## src/rtl/fex7rank.sv

```systemverilog
// Sequential ranker for permutations of {0..7}: produces factorial-expansion digits f1..f7
// and the packed rank sum(fK*K!), one digit per clock, seven clocks per result.
//
// state | meaning
// ------+-------------------------------------------------------------
// IDLE  | waiting for start; result registers hold the last completed run
// RUN   | one digit per clock, k counting 7 down to 1
module fex7rank #(
   parameter int RANK_W = 16
) (
   input  logic              clk,
   input  logic              rst,
   input  logic              start,
   input  logic [2:0]        p0,
   input  logic [2:0]        p1,
   input  logic [2:0]        p2,
   input  logic [2:0]        p3,
   input  logic [2:0]        p4,
   input  logic [2:0]        p5,
   input  logic [2:0]        p6,
   input  logic [2:0]        p7,
   output logic              busy,
   output logic              done,
   output logic              f1,
   output logic [1:0]        f2,
   output logic [1:0]        f3,
   output logic [2:0]        f4,
   output logic [2:0]        f5,
   output logic [2:0]        f6,
   output logic [2:0]        f7,
   output logic [RANK_W-1:0] rank,
   output logic              perm_err
);

   typedef enum logic {S_IDLE, S_RUN} state_t;

   state_t            state_q, state_d;
   logic [2:0]        a_q [8];
   logic [2:0]        a_d [8];
   logic [2:0]        k_q, k_d;
   logic [RANK_W-1:0] acc_q, acc_d;
   logic              err_q, err_d;

   // working digits, kept private until the run completes
   logic [2:0]        d7_q, d7_d, d6_q, d6_d, d5_q, d5_d, d4_q, d4_d;
   logic [1:0]        d3_q, d3_d, d2_q, d2_d;

   logic              f1_q, f1_d;
   logic [1:0]        f2_q, f2_d, f3_q, f3_d;
   logic [2:0]        f4_q, f4_d, f5_q, f5_d, f6_q, f6_d, f7_q, f7_d;
   logic [RANK_W-1:0] rank_q, rank_d;
   logic              perm_err_q, perm_err_d;
   logic              done_q, done_d;

   logic [2:0]        q_idx;
   logic              found;
   logic [2:0]        fk;
   logic [RANK_W-1:0] acc_step;

   always_comb begin
      q_idx = 3'd0;
      found = 1'b0;
      // descending scan so the lowest matching index wins
      for (int i = 7; i >= 0; i--) begin
         if ((3'(i) <= k_q) && (a_q[i] == k_q)) begin
            q_idx = 3'(i);
            found = 1'b1;
         end
      end
      fk       = found ? (k_q - q_idx) : 3'd0;
      acc_step = (acc_q * (RANK_W'({1'b0, k_q}) + RANK_W'(1))) + RANK_W'(fk);
   end

   always_comb begin
      state_d    = state_q;
      a_d        = a_q;
      k_d        = k_q;
      acc_d      = acc_q;
      err_d      = err_q;
      d7_d       = d7_q;
      d6_d       = d6_q;
      d5_d       = d5_q;
      d4_d       = d4_q;
      d3_d       = d3_q;
      d2_d       = d2_q;
      f1_d       = f1_q;
      f2_d       = f2_q;
      f3_d       = f3_q;
      f4_d       = f4_q;
      f5_d       = f5_q;
      f6_d       = f6_q;
      f7_d       = f7_q;
      rank_d     = rank_q;
      perm_err_d = perm_err_q;
      done_d     = 1'b0;

      case (state_q)
         S_IDLE: begin
            if (start) begin
               a_d[0]  = p0;
               a_d[1]  = p1;
               a_d[2]  = p2;
               a_d[3]  = p3;
               a_d[4]  = p4;
               a_d[5]  = p5;
               a_d[6]  = p6;
               a_d[7]  = p7;
               k_d     = 3'd7;
               acc_d   = '0;
               err_d   = 1'b0;
               state_d = S_RUN;
            end
         end
         S_RUN: begin
            if (found) begin
               a_d[q_idx] = a_q[k_q];
               a_d[k_q]   = a_q[q_idx];
            end else begin
               err_d = 1'b1;
            end
            acc_d = acc_step;
            case (k_q)
               3'd7:    d7_d = fk;
               3'd6:    d6_d = fk;
               3'd5:    d5_d = fk;
               3'd4:    d4_d = fk;
               3'd3:    d3_d = fk[1:0];
               3'd2:    d2_d = fk[1:0];
               default: ;
            endcase
            if (k_q == 3'd1) begin
               f1_d       = fk[0];
               f2_d       = d2_q;
               f3_d       = d3_q;
               f4_d       = d4_q;
               f5_d       = d5_q;
               f6_d       = d6_q;
               f7_d       = d7_q;
               rank_d     = acc_step;
               perm_err_d = err_q | ~found;
               done_d     = 1'b1;
               state_d    = S_IDLE;
            end else begin
               k_d = k_q - 3'd1;
            end
         end
         default: state_d = S_IDLE;
      endcase
   end

   always_ff @(posedge clk) begin
      if (rst) begin
         state_q    <= S_IDLE;
         for (int i = 0; i < 8; i++) a_q[i] <= '0;
         k_q        <= '0;
         acc_q      <= '0;
         err_q      <= 1'b0;
         d7_q       <= '0;
         d6_q       <= '0;
         d5_q       <= '0;
         d4_q       <= '0;
         d3_q       <= '0;
         d2_q       <= '0;
         f1_q       <= 1'b0;
         f2_q       <= '0;
         f3_q       <= '0;
         f4_q       <= '0;
         f5_q       <= '0;
         f6_q       <= '0;
         f7_q       <= '0;
         rank_q     <= '0;
         perm_err_q <= 1'b0;
         done_q     <= 1'b0;
      end else begin
         state_q    <= state_d;
         a_q        <= a_d;
         k_q        <= k_d;
         acc_q      <= acc_d;
         err_q      <= err_d;
         d7_q       <= d7_d;
         d6_q       <= d6_d;
         d5_q       <= d5_d;
         d4_q       <= d4_d;
         d3_q       <= d3_d;
         d2_q       <= d2_d;
         f1_q       <= f1_d;
         f2_q       <= f2_d;
         f3_q       <= f3_d;
         f4_q       <= f4_d;
         f5_q       <= f5_d;
         f6_q       <= f6_d;
         f7_q       <= f7_d;
         rank_q     <= rank_d;
         perm_err_q <= perm_err_d;
         done_q     <= done_d;
      end
   end

   assign busy     = (state_q == S_RUN);
   assign done     = done_q;
   assign f1       = f1_q;
   assign f2       = f2_q;
   assign f3       = f3_q;
   assign f4       = f4_q;
   assign f5       = f5_q;
   assign f6       = f6_q;
   assign f7       = f7_q;
   assign rank     = rank_q;
   assign perm_err = perm_err_q;

endmodule
```

## config.mk

```make
export PLATFORM = sky130hd
export DESIGN_NAME = fex7rank
export DESIGN_NICKNAME = d
export VERILOG_FILES = /design/src/rtl/fex7rank.sv
export SDC_FILE = /design/constraint.sdc
export NUM_CORES = 1
export LEC_CHECK = 0
export ABC_AREA = 0
export BUFFER_PORTS_ARGS = -buffer_cell sky130_fd_sc_hd__buf_4
export CAP_MARGIN = 20
export CELL_PAD_IN_SITES_DETAIL_PLACEMENT = 1
export CELL_PAD_IN_SITES_GLOBAL_PLACEMENT = 2
export CORE_UTILIZATION = 35
export CTS_CLUSTER_SIZE = 40
export DETAILED_ROUTE_END_ITERATION = 7
export GPL_TIMING_DRIVEN = 0
export PLACE_DENSITY = 0.88
export SLEW_MARGIN = 0
export SYNTH_ARGS = -nofsm -noshare
export SYNTH_HDL_FRONTEND = slang
export SYNTH_SLANG_ARGS = --single-unit
```

## constraint.sdc

```tcl
create_clock -name clk -period 14.4 [get_ports clk]
set_input_delay 2.88 -clock clk [delete_from_list [all_inputs] [get_ports clk]]
set_output_delay 2.88 -clock clk [all_outputs]
set_load 0.01 [all_outputs]
```

# Word level (Yosys, flattened, before mapping)
# Cells that the tools add are included.
# classes
n_bitwise,5
shifts,0
n_mux,44
n_reduce_logical,21
n_eq_ne,19
add_sub_neg,4
div_mod_pow,0
mul,1
n_lt_le_gt_ge,12
# op_table
operator,count
2-to-1 mux 3 bit,17
bitwise mux 24 bit,2
2-to-1 mux 24 bit,2
one-hot mux 24 bit (2 select lines),1
one-hot mux 16 bit (2 select lines),1
equality test 3 bit,8
AND reduction 2 bit,10
binary-select mux 3 bit (select 3 bit),2
demux 3 bit (select 3 bit),2
adder 16 x 3 -> 16 bit,1
multiplier 16 x 4 -> 16 bit,1
2-to-1 mux 16 bit,1
2-to-1 mux 1 bit,13
"equality test 3 bit, second input constant",4
"<= comparator 3 bit, first input constant",4
logical AND 1 bit,10
">= comparator 4 bit, second input constant",2
"less-than comparator 4 x 1 -> 1 bit, second input constant",2
NOT 3 -> 4 bit,2
"equality test 3 x 2 -> 1 bit, second input constant",2
"<= comparator 1 x 3 -> 1 bit, first input constant",2
"<= comparator 2 x 3 -> 1 bit, first input constant",2
"inequality test 2 bit, second input constant",3
one-hot mux 3 bit (2 select lines),1
9 further kinds,11
# word_totals
mem_count,0
mem_bits_rw,0
out_inout_bits,36
reg_bits,96
latch_bits,0
wordCells,134
romBits,0

# Longest topological paths before layout
# Gate-level depths: netlist of the first run.
# depth
word_depth,19
depth_mapped,27

# Worst setup path after synthesis of the first run
# Ideal clock, no wire load.
# synth_timing
path_type,reg-to-reg
from,register k_q[1]
to,register acc_q[14]
stages_incl_launch_ff,27
setup_time_ns,0.129
path_buffers,1
slack_ns,8.795
t_arrival_ns,5.476
cell_sequence,dfxtp_1 > buf_4 > inv_1 > ha_1 > nor4b_1 > or4_1 > o21ai_0 > o221ai_1 > nand2_1 > inv_2 > ha_1 > fa_1 > xor2_1 > nor3b_1 > a21oi_1 > inv_1 > fa_1 > ha_1 > a21o_1 > a21oi_1 > o21a_1 > o31ai_1 > o41ai_1 > nor2_1 > a211oi_1 > mux2i_1 > o41ai_1
# synth_via
elab_chain_cells,14
elab_cells_between_ends,46
cone_classes,add/sub: 3; mul: 1; order compare: 8; eq/ne: 8; mux: 18; reduce/logical: 8
# synth_rtl
element,line,rtl
"start, declared",40,"logic [2:0] k_q, k_d;"
"start signal, assigned",177,k_q <= k_d;
<= comparator 3 bit / equality test 3 bit (equally long branches),65,if ((3'(i) <= k_q) && (a_q[i] == k_q)) begin
logical AND 1 bit,65,
2-to-1 mux 3 bit (8 in a row),65,
subtractor 3 bit,70,fk = found ? (k_q - q_idx) : 3'd0;
2-to-1 mux 3 bit *,70,
named net fk[2],57,logic [2:0] fk;
adder 16 x 3 -> 16 bit *,71,"acc_step = (acc_q * (RANK_W'({1'b0, k_q}) + RANK_W'(1))) + RANK_W'(fk);"
one-hot mux 16 bit (2 select lines) *,97,case (state_q)
"end signal, assigned",156,acc_q <= '0;
"end signal, assigned",178,acc_q <= acc_d;
"end, declared",41,"logic [RANK_W-1:0] acc_q, acc_d;"
# The timed path passes the listed nets; every way through them passes the cells marked *.
# A chain may end at the register's enable or synchronous reset.

# Worst setup path after layout of the first run
# layout_timing
from,register k_q[2]
to,register acc_q[14]
# The elaborated chain is that of the path after synthesis.

==> run summary, run 1 <==
Antenna viol nets, final: 0
Max-Cap Viols: 0
CTS Buf Count: 9
DRT iter0 DRCs: 356
Crit path launch type: flip-flop
Final Hold Vio Count: 0
Max Clk Rate: 141 MHz
Post-synthesis simple-gate area fraction: 25.2%
Fin crit period: 7.07 ns
Crit path arrival time: 7.29 ns
Row count: 50
WS Path Type: reg -> reg
Largest family of logic cells by synthesized area: simple AND/OR/NAND/NOR gates
VDD IR-drop max: 0.0611 mV
Synth Area in XOR/XNOR: 4.47%
Antenna violations before repair: 0
CTS tree: yes
Slew Viols, Final: 0
Clock slew at reported path FFs: 0.09 ns
Dpl cells: 1171
Ys flop type: dfxtp_1
Total number of vias: 6597
Largest net degree at the start of global routing: 21
Most frequent cells in the layout: nand2_1 (133), dfxtp_1 (96), nor2_1 (84)
Vias per cell: 5.56
Core box area: 19000 um2
CP Cell Sequence: buf_6 -> nor2b_1 -> a32oi_1 -> nor2_1 -> o221ai_1 -> nand2_1 -> inv_2 -> ha_1 -> fa_1 -> xor2_1 -> nor3b_1 -> a21oi_1 -> inv_1 -> fa_1 -> ha_1 -> a21o_1 -> a21oi_1 -> o21a_1 -> o31ai_1 -> o41ai_1 -> nor2_1 -> a211oi_1 -> mux2i_1 -> o41ai_1
Max Root-Sink Buffers: 2
Buffers and inverters on the worst path: 3
DRC viols: 0
Drt first pass iters: 5
Source of the worst hold timing path: d6_q[0]
Vias in the first global route: 6905
I/O Buffers: 62
GRT Total Usage: 24.7%
Multi-input gate area: 4550 um2
Slew HR: 35.7%
H-tree levels: 3
Outcome: finished clean
Ys async rst share: 0%
WL final: 23.7 mm
Non-Filler Instances: 1187
Clock Latency Late Sink: 0.37 ns
Final setup vio count: 0
Die X: 142 um
Max incr delay on CP: 0.60 ns
Root Driver: clkbuf_16
Adder-cell area share of the yosys netlist: 14.8%
Worst-Margin Slew: 0.965 ns
Setup TNS: 0 ns
Sequential cell area: 1920 um2
Leakage: 3.24 nW
Post-Syn Instances: 849
Avg WL per Cell: 20.0 um
Antenna fix cells: 0
Cell family with most CP delay: compound AO/OA/AOI/OAI gates
Synth Area per Inst: 8.08 um2
Clk_skew: 0.0189 ns
Number of flops mapped to enable cells by yosys: 0
Crit path capture type: flip-flop
Die area: 20200 um2
Post-CTS setup repair buffer count: 0
CP max-delay cell: nor2_1
CTS Sinks: 96
CP Launch Point: k_q[2]
Final period util: 49.1%
Die Y: 142 um
Post-DP HPWL: 18.3 mm
CTS resizes: 0
Share of cells above drive strength 1: 13.1%
Mux contribution to synthesized area: 3.41%
Synth Area in Compound Gates: 18.4%
Fin nets: 1014
RePlAce Congestion: 0.924
Seq cells post-synth: 96
Synthesized Nets: 941
RSZ-0062 raised after global routing: no
Register area share after synthesis: 28.0%
Cts hold-fix bufs: 0
Netlist Area Pre-Place: 6860 um2
PwrDens: 99.2 nW/um2
Filler cells: 2305
CP max FO: 10
# IOs: 63
Worst r2r src: k_q[2]
Hold Crit Class: reg -> reg
Cell variety after synth: 75
Commonest non-fill, non-tap cell in the layout: nand2_1
GRT overflow: 0
Synth warnings: 0
Initial Utilization: 36.2%
Critical Path RT: 14.62 ns
Area grow syn2layout: 16.0%
First-pass GRT wire length: 37.8 mm
## kinds of logic (layout without fill, tap and decap cells)
family,Yosys count,count (layout)
DFF,96,96
buffers and inverters,93,171
AOI/OAI and AO/OA,187,187
and+or+nand+nor,355,355
xor gates and xnor gates,35,35
muxes,18,18
adders and majority gates,65,65
## final cells by class
class | instances | share of cell area [%]
flip-flops and latches | 96 | 24.1
clock buffers | 9 | 2.83
inverters | 40 | 1.89
well taps | 260 | 4.09
plain buffers | 53 | 3.06
clock inverters | 7 | 1.02
multi-input cells | 660 | 57.1
repair buffers | 62 | 5.85
## Yosys cell counts, types with 14 or more instances
master,n,area [um2]
a21oi_1,78,390
clkbuf_1,36,135
dfxtp_1,96,1920
fa_1,27,541
ha_1,38,475
inv_1,38,143
nand2_1,133,499
nor2_1,84,315
nor2b_1,20,125
nor3_1,22,110
nor3b_1,18,135
o21ai_0,14,70.1
xnor2_1,27,236
## path summary, 6_finish.rpt
path	end	slack (ns)	depth (start not counted)
setup reg to reg	acc_q[14]	7.33	24
setup / recovery	acc_q[14]	7.33	24
hold reg to reg	f6[0]	0.46	2
hold / removal	f6[0]	0.46	2
## registers in the layout, indices dropped and copies added (netlist names)
signal    count
d5_q          3
d4_q          3
d6_q          3
k_q           3
f2            2
err_q         1
d3_q          2
perm_err      1
f3            2
f7            3
acc_q        16
d2_q          2
busy          1
a_q          24
done          1
f6            3
f1            1
rank         16
d7_q          3
f4            3
f5            3
## tightest hold or removal path, stage by stage (launching register included)
cell and delay [ns]:
dfxtp_1 0.31, nand2_1 0.05, a21oi_1 0.05
## power breakdown
group	switching, mW	leakage, nW	total, mW	internal (mW)
combinational	0.156	2.32	0.237	0.0816
sequential	0.0205	0.780	0.300	0.279
clock	0.128	0.150	0.252	0.125
total	0.304	3.24	0.789	0.485
## per-layer routing
layer,vias to the layer above,track usage (%),wire [um]
li1,3106,-,-
met1,3228,32.0,10500
met2,222,41.4,11200
met3,41,4.10,1380
met4,0,8.09,598
met5,-,0,0
## per-stage QoR
| stage | hold WS [ns] | power, mW | instance area [um2] | setup slack [ns] | util [%] |
|---|---|---|---|---|---|
| after floorplan | 0.431 | 0.456 | 6860 | 8.79 | - |
| after global placement | 0.445 | 0.535 | 7650 | 7.47 | 40.4 |
| after detailed placement | 0.448 | 0.538 | 7650 | 7.45 | 40.4 |
| after CTS | 0.459 | 0.789 | 7960 | 7.39 | 42.0 |
| after global routing | 0.479 | 0.825 | 7960 | 6.97 | 42.0 |
| final | 0.457 | 0.789 | 7960 | 7.33 | 42.0 |
Note: power is estimated with default switching activity, not from simulation.
==> run 2, diff against run 1 <==
--- a/config.mk
+++ b/config.mk
@@ -10,7 +10,7 @@
 export CAP_MARGIN = 20
 export CELL_PAD_IN_SITES_DETAIL_PLACEMENT = 1
 export CELL_PAD_IN_SITES_GLOBAL_PLACEMENT = 2
-export CORE_UTILIZATION = 35
+export CORE_UTILIZATION = 33
 export CTS_CLUSTER_SIZE = 40
 export DETAILED_ROUTE_END_ITERATION = 7
 export GPL_TIMING_DRIVEN = 0
==> constraint.sdc (replaced) <==
create_clock -name clk -period 5.7 [get_ports clk]
set_input_delay 1.14 -clock clk [delete_from_list [all_inputs] [get_ports clk]]
set_output_delay 1.14 -clock clk [all_outputs]
set_load 0.01 [all_outputs]
==> run 2 against run 1 <==
Effect of this change:
- cell count rose by 2.3%
- sequential share of layout area decreased by 0.91 points
- total power rose to 2.6 times the previous value
- sequential cell count did not move
- setup slack got worse by 7.1 ns
- critical endpoint unchanged
==> run summary, run 2 (same netlist as run 1, synthesis figures left out) <==
Most frequent cells in the layout: nand2_1 (132), dfxtp_1 (94), buf_4 (83)
Final period util: 96.8%
RePlAce Congestion: 0.932
Final Hold Vio Count: 0
GRT Total Usage: 23.5%
CP max FO: 8
Power Total: 2.05 mW
CP max-delay cell: or4_4
DRC viols: 0
CTS Sinks: 96
DRT iter0 DRCs: 463
Max incr delay on CP: 0.52 ns
# IOs: 63
Final setup vio count: 0
Largest register by flop count: a_q
Avg WL per Cell: 20.2 um
Vias in the first global route: 6996
Commonest non-fill, non-tap cell in the layout: nand2_1
Cts hold-fix bufs: 0
Filler cells: 2473
Clock Latency Late Sink: 0.36 ns
CTS tree: yes
Fin nets: 1031
Area grow syn2layout: 20.7%
Total number of vias: 6747
Worst-Margin Slew: 0.955 ns
Slew Viols, Final: 0
Core box area: 20300 um2
First-pass GRT wire length: 38.8 mm
Vias per cell: 5.56
Post-DP HPWL: 18.5 mm
GRT overflow: 0
Register-to-Register Setup Slack: 0.18 ns
Slew HR: 36.3%
Clk_skew: 0.0123 ns
Root Driver: clkbuf_16
Initial Utilization: 33.8%
Die Y: 146 um
Antenna fix cells: 0
Crit path launch type: flip-flop
Buffers and inverters on the worst path: 5
Max reg flops: 24
Max Root-Sink Buffers: 2
PwrDens: 248 nW/um2
Max-Cap Viols: 0
VDD IR-drop max: 0.166 mV
Max Clk Rate: 181 MHz
Clock slew at reported path FFs: 0.08 ns
Share of cells above drive strength 1: 18.6%
Hold Crit Class: reg -> reg
Cell family with most CP delay: compound AO/OA/AOI/OAI gates
Fin crit period: 5.52 ns
Antenna viol nets, final: 0
H-tree levels: 3
Crit path arrival time: 5.74 ns
Antenna violations before repair: 0
Outcome: finished clean
Critical Path RT: 5.93 ns
Leakage: 3.37 nW
WL final: 24.5 mm
Die area: 21400 um2
Crit path capture type: flip-flop
Drt first pass iters: 5
WS Path Type: reg -> reg
Die X: 146 um
Setup TNS: 0 ns
Largest net degree at the start of global routing: 21
CTS Buf Count: 9
Row count: 52
I/O Buffers: 62
==> run 2: cell types whose count changed in the layout (fill, tap and decap cells not counted), sizes merged <==
cell and delta:
buf +18, inv -2, clkbuf -1, clkinv +1, clkinvlp +1
==> run 2: where the power goes <==
group / internal [mW] / switching [mW]
logic: 0.241 / 0.413
registers: 0.706 / 0.0544
clock network: 0.315 / 0.326
total: 1.26 / 0.794
==> run 2: tightest hold or removal path, cell delays in order, from the launching register on <==
cell	delay, ns
dfxtp_1	0.32
nand2_1	0.05
a21oi_1	0.05
==> run 2: area by class of cell <==
| class | instances | area, um2 | share of cell area [%] |
|---|---|---|---|
| Inverter | 40 | 169 | 2.04 |
| Sequential cell | 96 | 1920 | 23.2 |
| Tap cell | 270 | 338 | 4.08 |
| Clock buffer | 9 | 225 | 2.72 |
| Clock inverter | 7 | 81.3 | 0.982 |
| Buffer | 52 | 249 | 3.01 |
| Timing Repair Buffer | 80 | 601 | 7.25 |
| Multi-Input combinational cell | 660 | 4700 | 56.7 |
==> run 2: per-stage QoR <==
step                      instance area [um2]  utilization (%)  hold slack, ns  instances  worst slack (ns)
final                                    8280             40.8           0.451       1214             0.184
after detailed placement                 7670             37.8           0.449       1181             -1.36
after floorplan                          6860                -           0.431        849            0.0950
after global placement                   7670             37.8           0.444       1181             -1.31
after CTS                                8160             40.2           0.456       1207           0.00436
after global routing                     8280             40.8           0.473       1214           -0.0329
==> run 2: path summary, 6_finish.rpt <==
path / startpoint / to / depth (start not counted)
max: k_q[1] / acc_q[14] / 27
min: d6_q[1] / f6[1] / 2
max reg2reg: k_q[1] / acc_q[14] / 27
min reg2reg: d6_q[1] / f6[1] / 2
==> run 2: timing repair <==
| item | in CTS | in global routing |
|---|---|---|
| resized for setup | 32 | 18 |
| buffers inserted | 10 | 8 |
| endpoints found under the setup margin | 22 | 12 |
| pin swaps | 10 | 10 |
==> run 2: layer usage <==
layer  global-route usage, %  wire length [um]  up-vias
met3                    3.19              1300       33
met1                    29.6             10700     3359
met2                    40.3             11800      202
met5                       0                 0        -
li1                        -                 -     3153
met4                    9.43               631        0
